$ cat src/rtl/definitions.sv
// Shared opcodes, FSM states, decode bundle and IR field positions for the
// 9-bit RISC CPU controller.
package definitions;

    localparam logic [2:0] kADD = 3'b000;
    localparam logic [2:0] kAND = 3'b001;
    localparam logic [2:0] kXOR = 3'b010;
    localparam logic [2:0] kLSH = 3'b011;
    localparam logic [2:0] kSTR = 3'b100;
    localparam logic [2:0] kLDI = 3'b101;
    localparam logic [2:0] kBNE = 3'b110;
    localparam logic [2:0] kHLT = 3'b111;

    localparam int OP_MSB    = 8;
    localparam int OP_LSB    = 6;
    localparam int RA_MSB    = 5;
    localparam int RA_LSB    = 3;
    localparam int RB_MSB    = 2;
    localparam int RB_LSB    = 0;
    localparam int IMM_MSB   = 5;
    localparam int SHR_BIT   = 2;
    localparam int SHAMT_MSB = 1;

    typedef enum logic [2:0] {
        IDLE,
        FETCH,
        DECODE,
        EXEC,
        WB,
        HALT
    } state_e;

    typedef enum logic [1:0] {
        BSEL_ZERO,
        BSEL_RF,
        BSEL_SHAMT,
        BSEL_IMM
    } bsel_e;

    typedef struct packed {
        logic [2:0] alu_op;
        logic       rsh;
        logic       a_rf;
        bsel_e      b_sel;
        logic [2:0] ra;
        logic [2:0] rb;
        logic       rf_we_req;
        logic       dmem_we_req;
        logic       is_add;
        logic       is_bne;
        logic       is_hlt;
    } dec_t;

    function automatic logic [31:0] sext6(input logic [5:0] v);
        return {{26{v[5]}}, v};
    endfunction

endpackage

$ cat src/rtl/instr_decode.sv
// Combinational IR decoder: ALU controls, operand selects and write requests.
// LDI and BNE rewrite the register addresses to their fixed R0/R1 operands.
module instr_decode
    import definitions::*;
(
    input  logic [8:0] ir_i,
    output dec_t       dec_o
);

    logic [2:0] op;

    assign op = ir_i[OP_MSB:OP_LSB];

    always_comb begin
        dec_o        = '0;
        dec_o.alu_op = op;
        dec_o.ra     = ir_i[RA_MSB:RA_LSB];
        dec_o.rb     = ir_i[RB_MSB:RB_LSB];
        unique case (op)
            kADD: begin
                dec_o.a_rf      = 1'b1;
                dec_o.b_sel     = BSEL_RF;
                dec_o.rf_we_req = 1'b1;
                dec_o.is_add    = 1'b1;
            end
            kAND, kXOR: begin
                dec_o.a_rf      = 1'b1;
                dec_o.b_sel     = BSEL_RF;
                dec_o.rf_we_req = 1'b1;
            end
            kLSH: begin
                dec_o.a_rf      = 1'b1;
                dec_o.b_sel     = BSEL_SHAMT;
                dec_o.rsh       = ir_i[SHR_BIT];
                dec_o.rf_we_req = 1'b1;
            end
            kSTR: begin
                dec_o.a_rf        = 1'b1;
                dec_o.dmem_we_req = 1'b1;
            end
            kLDI: begin
                dec_o.b_sel     = BSEL_IMM;
                dec_o.ra        = 3'd0;
                dec_o.rf_we_req = 1'b1;
            end
            kBNE: begin
                dec_o.a_rf   = 1'b1;
                dec_o.b_sel  = BSEL_RF;
                dec_o.ra     = 3'd0;
                dec_o.rb     = 3'd1;
                dec_o.is_bne = 1'b1;
            end
            kHLT: dec_o.is_hlt = 1'b1;
            default: ;
        endcase
    end

endmodule

$ cat src/rtl/alu_ctrl_seq.sv
// 4-cycle fetch/decode/execute/writeback controller for the 9-bit RISC CPU.
// Define ALU_CTRL_ADC_EN to feed c_flag into ADD as carry-in (cleared on start).
module alu_ctrl_seq
    import definitions::*;
#(
    parameter int unsigned     PC_W   = 8,
    parameter logic [PC_W-1:0] RST_PC = '0
) (
    input  logic            clk,
    input  logic            rst_n,
    input  logic            start,
    output logic            busy,
    output logic            done,
    output logic [PC_W-1:0] imem_addr,
    input  logic [8:0]      imem_data,
    output logic [2:0]      rf_ra_addr,
    output logic [2:0]      rf_rb_addr,
    input  logic [7:0]      rf_a_data,
    input  logic [7:0]      rf_b_data,
    output logic            rf_we,
    output logic [2:0]      rf_waddr,
    output logic [7:0]      rf_wdata,
    output logic [2:0]      alu_op,
    output logic            alu_rsh,
    output logic            alu_ci,
    output logic [7:0]      alu_a,
    output logic [7:0]      alu_b,
    input  logic [7:0]      alu_rslt,
    input  logic            alu_co,
    input  logic            alu_z,
    output logic            dmem_we,
    output logic [7:0]      dmem_addr,
    output logic [7:0]      dmem_wdata
);

    state_e          state_q, state_d;
    logic [PC_W-1:0] pc_q, pc_d, br_off;
    logic [8:0]      ir_q, ir_d, ir_src;
    logic            c_flag_q, c_flag_d;
    logic            z_q, z_d;
    logic [7:0]      res_q, res_d;
    logic [7:0]      sa_q, sa_d;
    logic            adc_ci;
    dec_t            dec;

    // In DECODE the fresh ROM word is decoded so rf addresses lead EXEC.
    assign ir_src = (state_q == DECODE) ? imem_data : ir_q;

    instr_decode u_dec (
        .ir_i  (ir_src),
        .dec_o (dec)
    );

    assign br_off = PC_W'(sext6(ir_q[IMM_MSB:0]));

`ifdef ALU_CTRL_ADC_EN
    assign adc_ci = dec.is_add & c_flag_q;
`else
    assign adc_ci = 1'b0;
`endif

    always_comb begin
        busy       = 1'b0;
        done       = 1'b0;
        imem_addr  = '0;
        rf_ra_addr = '0;
        rf_rb_addr = '0;
        rf_we      = 1'b0;
        rf_waddr   = '0;
        rf_wdata   = '0;
        alu_op     = '0;
        alu_rsh    = 1'b0;
        alu_ci     = 1'b0;
        alu_a      = '0;
        alu_b      = '0;
        dmem_we    = 1'b0;
        dmem_addr  = '0;
        dmem_wdata = '0;
        busy = (state_q == FETCH) || (state_q == DECODE) ||
               (state_q == EXEC)  || (state_q == WB);
        done = (state_q == HALT);
        if (state_q == FETCH) begin
            imem_addr = pc_q;
        end
        if (state_q == DECODE || state_q == EXEC) begin
            rf_ra_addr = dec.ra;
            rf_rb_addr = dec.rb;
        end
        if (state_q == EXEC) begin
            alu_op  = dec.alu_op;
            alu_rsh = dec.rsh;
            alu_ci  = adc_ci;
            alu_a   = dec.a_rf ? rf_a_data : 8'd0;
            unique case (dec.b_sel)
                BSEL_RF:    alu_b = rf_b_data;
                BSEL_SHAMT: alu_b = {6'b0, ir_src[SHAMT_MSB:0]};
                BSEL_IMM:   alu_b = {2'b0, ir_src[IMM_MSB:0]};
                default:    alu_b = '0;
            endcase
        end
        if (state_q == WB && dec.rf_we_req) begin
            rf_we    = 1'b1;
            rf_waddr = dec.ra;
            rf_wdata = res_q;
        end
        if (state_q == WB && dec.dmem_we_req) begin
            dmem_we    = 1'b1;
            dmem_addr  = sa_q;
            dmem_wdata = res_q;
        end
    end

    always_comb begin
        state_d  = state_q;
        pc_d     = pc_q;
        ir_d     = ir_q;
        c_flag_d = c_flag_q;
        z_d      = z_q;
        res_d    = res_q;
        sa_d     = sa_q;
        unique case (state_q)
            IDLE, HALT: begin
                if (start) begin
                    state_d = FETCH;
                    pc_d    = RST_PC;
`ifdef ALU_CTRL_ADC_EN
                    c_flag_d = 1'b0;
`endif
                end
            end
            FETCH: state_d = DECODE;
            DECODE: begin
                ir_d    = imem_data;
                state_d = EXEC;
            end
            EXEC: begin
                res_d = alu_rslt;
                z_d   = alu_z;
                sa_d  = rf_b_data;
                if (dec.is_add) begin
                    c_flag_d = alu_co;
                end
                state_d = WB;
            end
            WB: begin
                if (dec.is_hlt) begin
                    state_d = HALT;
                end else begin
                    state_d = FETCH;
                    if (dec.is_bne && !z_q) begin
                        pc_d = pc_q + br_off;
                    end else begin
                        pc_d = pc_q + PC_W'(1);
                    end
                end
            end
            default: state_d = IDLE;
        endcase
    end

    always_ff @(posedge clk) begin
        if (!rst_n) begin
            state_q  <= IDLE;
            pc_q     <= RST_PC;
            ir_q     <= '0;
            c_flag_q <= 1'b0;
            z_q      <= 1'b0;
            res_q    <= '0;
            sa_q     <= '0;
        end else begin
            state_q  <= state_d;
            pc_q     <= pc_d;
            ir_q     <= ir_d;
            c_flag_q <= c_flag_d;
            z_q      <= z_d;
            res_q    <= res_d;
            sa_q     <= sa_d;
        end
    end

endmodule
$ cat config.mk
export PLATFORM = sky130hd
export DESIGN_NAME = alu_ctrl_seq
export DESIGN_NICKNAME = d
export VERILOG_FILES = /design/src/rtl/definitions.sv /design/src/rtl/instr_decode.sv /design/src/rtl/alu_ctrl_seq.sv
export SDC_FILE = /design/constraint.sdc
export NUM_CORES = 1
export LEC_CHECK = 0
export ABC_AREA = 1
export CAP_MARGIN = 20
export CORE_MARGIN = 2
export CORE_UTILIZATION = 25
export DETAILED_ROUTE_END_ITERATION = 8
export PLACE_DENSITY_LB_ADDON = 0.08
export RECOVER_POWER = 100
export SLEW_MARGIN = 0
export SYNTH_ARGS = -nofsm -noshare
export SYNTH_HDL_FRONTEND = slang
export SYNTH_HIERARCHICAL = 1
export SYNTH_SLANG_ARGS = --single-unit
$ cat constraint.sdc
create_clock -name clk -period 3.2 [get_ports clk]
set_input_delay 0.96 -clock clk [delete_from_list [all_inputs] [get_ports clk]]
set_output_delay 0.96 -clock clk [all_outputs]
set_load 0.01 [all_outputs]
== Yosys cells after proc, flatten, opt, wreduce, memory -nomap -nowiden ==
Index checks and enable logic that the tools add are counted.
Storage, ports and cells
  flip-flop bits (word level): 37
  bits of input ports: 38
  output and inout bits: 66
  logic and storage cells: 74
Operators by class
  add/sub/neg operators: 2
  equal/unequal tests: 17
  mux-type cells: 32
  reduce and logical (&&, ||, !) cells: 17
Operators by type and width (number)
  $mux 8: 10
  $mux 3: 8
  $pmux 8 s3: 1
  $eq 3x3->1 const B: 6
  $pmux 8 s2: 1
  $pmux 3 s5: 1
  $eq 3x2->1 const B: 4
  $mux 1: 9
  $mux 9: 1
  $add 8x1->8 const B: 1
  $add 8x8->8: 1
  $eq 3x1->1 const B: 2
  $logic_not 3->1: 2
  $pmux 2 s3: 1
  $reduce_or 6->1: 1
  $reduce_or 5->1: 1
  $eq 2x2->1 const B: 2
  $logic_or 1x1->1: 4
  $ne 2x2->1 const B: 2
  $reduce_or 2->1: 2
  $reduce_or 4->1: 1
  $logic_and 1x1->1: 3
  $reduce_and 3->1: 1
  $eq 2x1->1 const B: 1
  2 further kinds: 2

== Depth between registers and ports, before layout ==
  depth after elaboration: 8
  depth in mapped cells: 20

== By module ==
Netlist, hierarchy kept.
By module, submodules not included
  alu_ctrl_seq: times used 1, cells each 370, area an instance 2296.0 µm², sequential area each 740.7 µm²
  instr_decode: times used 1, cells each 34, area an instance 173.9 µm², sequential area each 0.0 µm²

== Worst setup path before layout ==
Ideal clock, no wire load.
  kind: input to register
  start point: input imem_data[6]
  end point: register pc_q[6]
  library setup time: 0.070 ns
  arrival time: 2.988 ns
  data required time: 3.130 ns
  slack: 0.142 ns
  stages: 16
  cell sequence: o21ai_0 inv_1 inv_2 nand3_2 inv_1 nand2_1 or2_2 ha_1 fa_1 nand2_1 nand2_1 nand3b_1 nand2_1 nand2_1 nand3_1 a21oi_1
RTL lines
  from (decl): RTL line alu_ctrl_seq.sv:15  | input logic [8:0] imem_data,
  to (signal assigned): RTL line alu_ctrl_seq.sv:172  | pc_q <= pc_d;
  to (decl): RTL line alu_ctrl_seq.sv:37  | logic [PC_W-1:0] pc_q, pc_d, br_off;

==> flow_summary.json <==
{
  "slew_headroom": 0.301,
  "drtAntennaViolNets": 0,
  "dieWidth_um": 103,
  "grt_pass1_vias": 2645,
  "peakVddDrop_v": 0.000168,
  "slew_viol_final": 0,
  "routed_wl_mm": 8.18,
  "cts_tree": "built",
  "numCtsBuffers": 5,
  "critPathCaptureType": "primary output",
  "antenna_cells": 0,
  "violations": "negative setup slack",
  "htreeDepth": 2,
  "postLayoutCellArea_mm2": 0.00412,
  "cp_top_family": "buffers and inverters",
  "p_leak_nw": 1.85,
  "skew_ns": 0.00813,
  "hpwlAfterDp_mm": 5.80,
  "setup_viol": 1,
  "powerDensity_mw_per_mm2": 294,
  "core-area_mm2": 0.00968,
  "syn_area_per_cell_um2": 6.12,
  "period_share": 1.00,
  "hold_viol_final": 0,
  "min_path_type": "register to register",
  "fin_ws_ns": -0.00832,
  "firstDrtPassIters": 4,
  "worstSetupPathType": "input pin to primary output",
  "yosys_warnings": 6,
  "crit_path_max_incr_delay_ns": 0.23,
  "status": "complete, but fails checks",
  "worstPathCellList": "clkdlybuf4s15_1 -> o21ai_2 -> inv_2 -> inv_2 -> nand2_2 -> nor2_4 -> buf_6 -> nand2_8 -> nor2_1 -> clkdlybuf4s15_2",
  "start_util": 0.255,
  "place_area_mm2": 0.00381,
  "worstMarginPinSlew_ns": 1.05,
  "maxCapViolCount": 0,
  "crit_required_ns": 2.24,
  "slowest_stage": "clkdlybuf4s15_2",
  "vias": 2853,
  "cts_buffer_depth": 2,
  "cp_max_fo": 17,
  "drc": 0,
  "gp_congestion": 0.761,
  "place_ws_ns": -0.858,
  "port_buffers": 101,
  "antenna_found_initial": 0,
  "grt_pass1_wl_mm": 12.7,
  "synth_cells": 403,
  "die_y_um": 103,
  "numClockSinks": 37,
  "vias_per_cell": 4.21,
  "syn-num-nets": 449,
  "clk-insertion-delay-late_ns": 0.29,
  "dieArea_mm2": 0.0107,
  "ios": 104,
  "grt.overflow.total": 0,
  "grt_usage": 0.152,
  "nets": 589,
  "layout_min_cycle_time_ns": 3.21,
  "max_freq_ghz": 0.312,
  "path_buf_inv": 5,
  "grt_max_degree": 41,
  "rows": 36,
  "rsz0062_at_grt": "yes",
  "first_iter_violations": 90,
  "clockRootBuffer": "clkbuf_8",
  "layout-drive-gt1-share": 0.340,
  "path_clk_slew_ns": 0.07,
  "wire_per_inst_um": 12.1,
  "worst_ep_arrival_time_ns": 2.25,
  "area_growth_pct": 66.9,
  "syn-cell-area_mm2": 0.00247,
  "critical_path.most_common_cell": "inv_2",
  "startpoint_type": "input pin"
}
timing repair:
action	CTS	global route
gates resized for setup	236	31
pin swaps	12	10
hold buffers	0	0
setup buffers	8	6
gates cloned	1	0
setup endpoints to repair	60	49
worst reg2reg max path: stages (launching register included):
cell and delay [ns]:
dfxtp_1 0.33, nor2_2 0.14, nand2_2 0.14, nand2_1 0.10
o21ai_2 0.07, inv_2 0.12, buf_4 0.18, nand3_4 0.11
inv_1 0.08, nand2_1 0.07, or2_2 0.28, ha_2 0.19
fa_2 0.34, nand2_2 0.08, nand2_1 0.09, nand3b_1 0.14
nand2_1 0.07, nand2_1 0.06, nand3_1 0.07, a21oi_1 0.13
power by group:
part / internal [mW] / switching, mW
clock: 0.151 / 0.181
sequential: 0.477 / 0.00678
combinational: 0.190 / 0.204
total: 0.818 / 0.392
placed cells by master, fill, tap and decap left out, drive strengths merged, types with 6 or more instances in the layout:
cell type	instances
inv	89
nand2	82
nor2	80
buf	78
clkdlybuf4s50	41
dfxtp	37
a21oi	31
o21ai	20
clkdlybuf4s15	19
nand3	17
clkbuf	12
ha	7
o22ai	6
state kept, by name, indices dropped and copies added, names as in the netlist:
signal,cells
pc_q,8
state_q,3
res_q,8
z_q,1
sa_q,8
ir_q,9
routing by layer:
metal / vias to the layer above / routed length (um) / global-route usage / part of all wire
li1: 1494 / - / - / -
met1: 1283 / 3760 / 0.201 / 0.46
met2: 71 / 3960 / 0.262 / 0.48
met3: 5 / 396 / 0.0282 / 0.048
met4: 0 / 73 / 0.0304 / 0.0089
met5: - / 0 / 0 / 0
final cells by class:
type                    count  area [um2]
multi-input cells         259        1490
clock buffers               6        72.6
flip-flops and latches     37         741
inverters                  89         337
repair buffers            151        1300
fillers                  1065        5570
well taps                 133         166
clock inverters             2        10.0
metrics by stage:
stage / hold WS [ns] / setup TNS, ns / instances / utilization / power (mW)
CTS: 0.466 / 0 / 672 / 0.420 / 1.20
global placement: 0.449 / -40.02 / 655 / 0.394 / 0.791
floorplan: 0.440 / 0 / 403 / - / 0.654
detailed placement: 0.454 / -39.75 / 655 / 0.394 / 0.792
global route: 0.485 / -1.06 / 677 / 0.425 / 1.28
finish: 0.463 / -0.00832 / 677 / 0.425 / 1.21
path summary, 6_finish.rpt:
| path | to | slack (ns) | depth (start not counted) | startpoint |
|---|---|---|---|---|
| worst max-delay path | dmem_addr[4] | -0.008 | 10 | imem_data[6] |
| worst min-delay path | sa_q[3]$_SDFFE_PN0P_ | 0.46 | 2 | sa_q[3]$_SDFFE_PN0P_ |
| worst max register to register | pc_q[6]$_SDFFE_PN0P_ | 0.36 | 19 | state_q[2]$_SDFFE_PN0P_ |
| worst min register to register | sa_q[3]$_SDFFE_PN0P_ | 0.46 | 2 | sa_q[3]$_SDFFE_PN0P_ |
No activity file was read; power rests on OpenSTA's default activity.
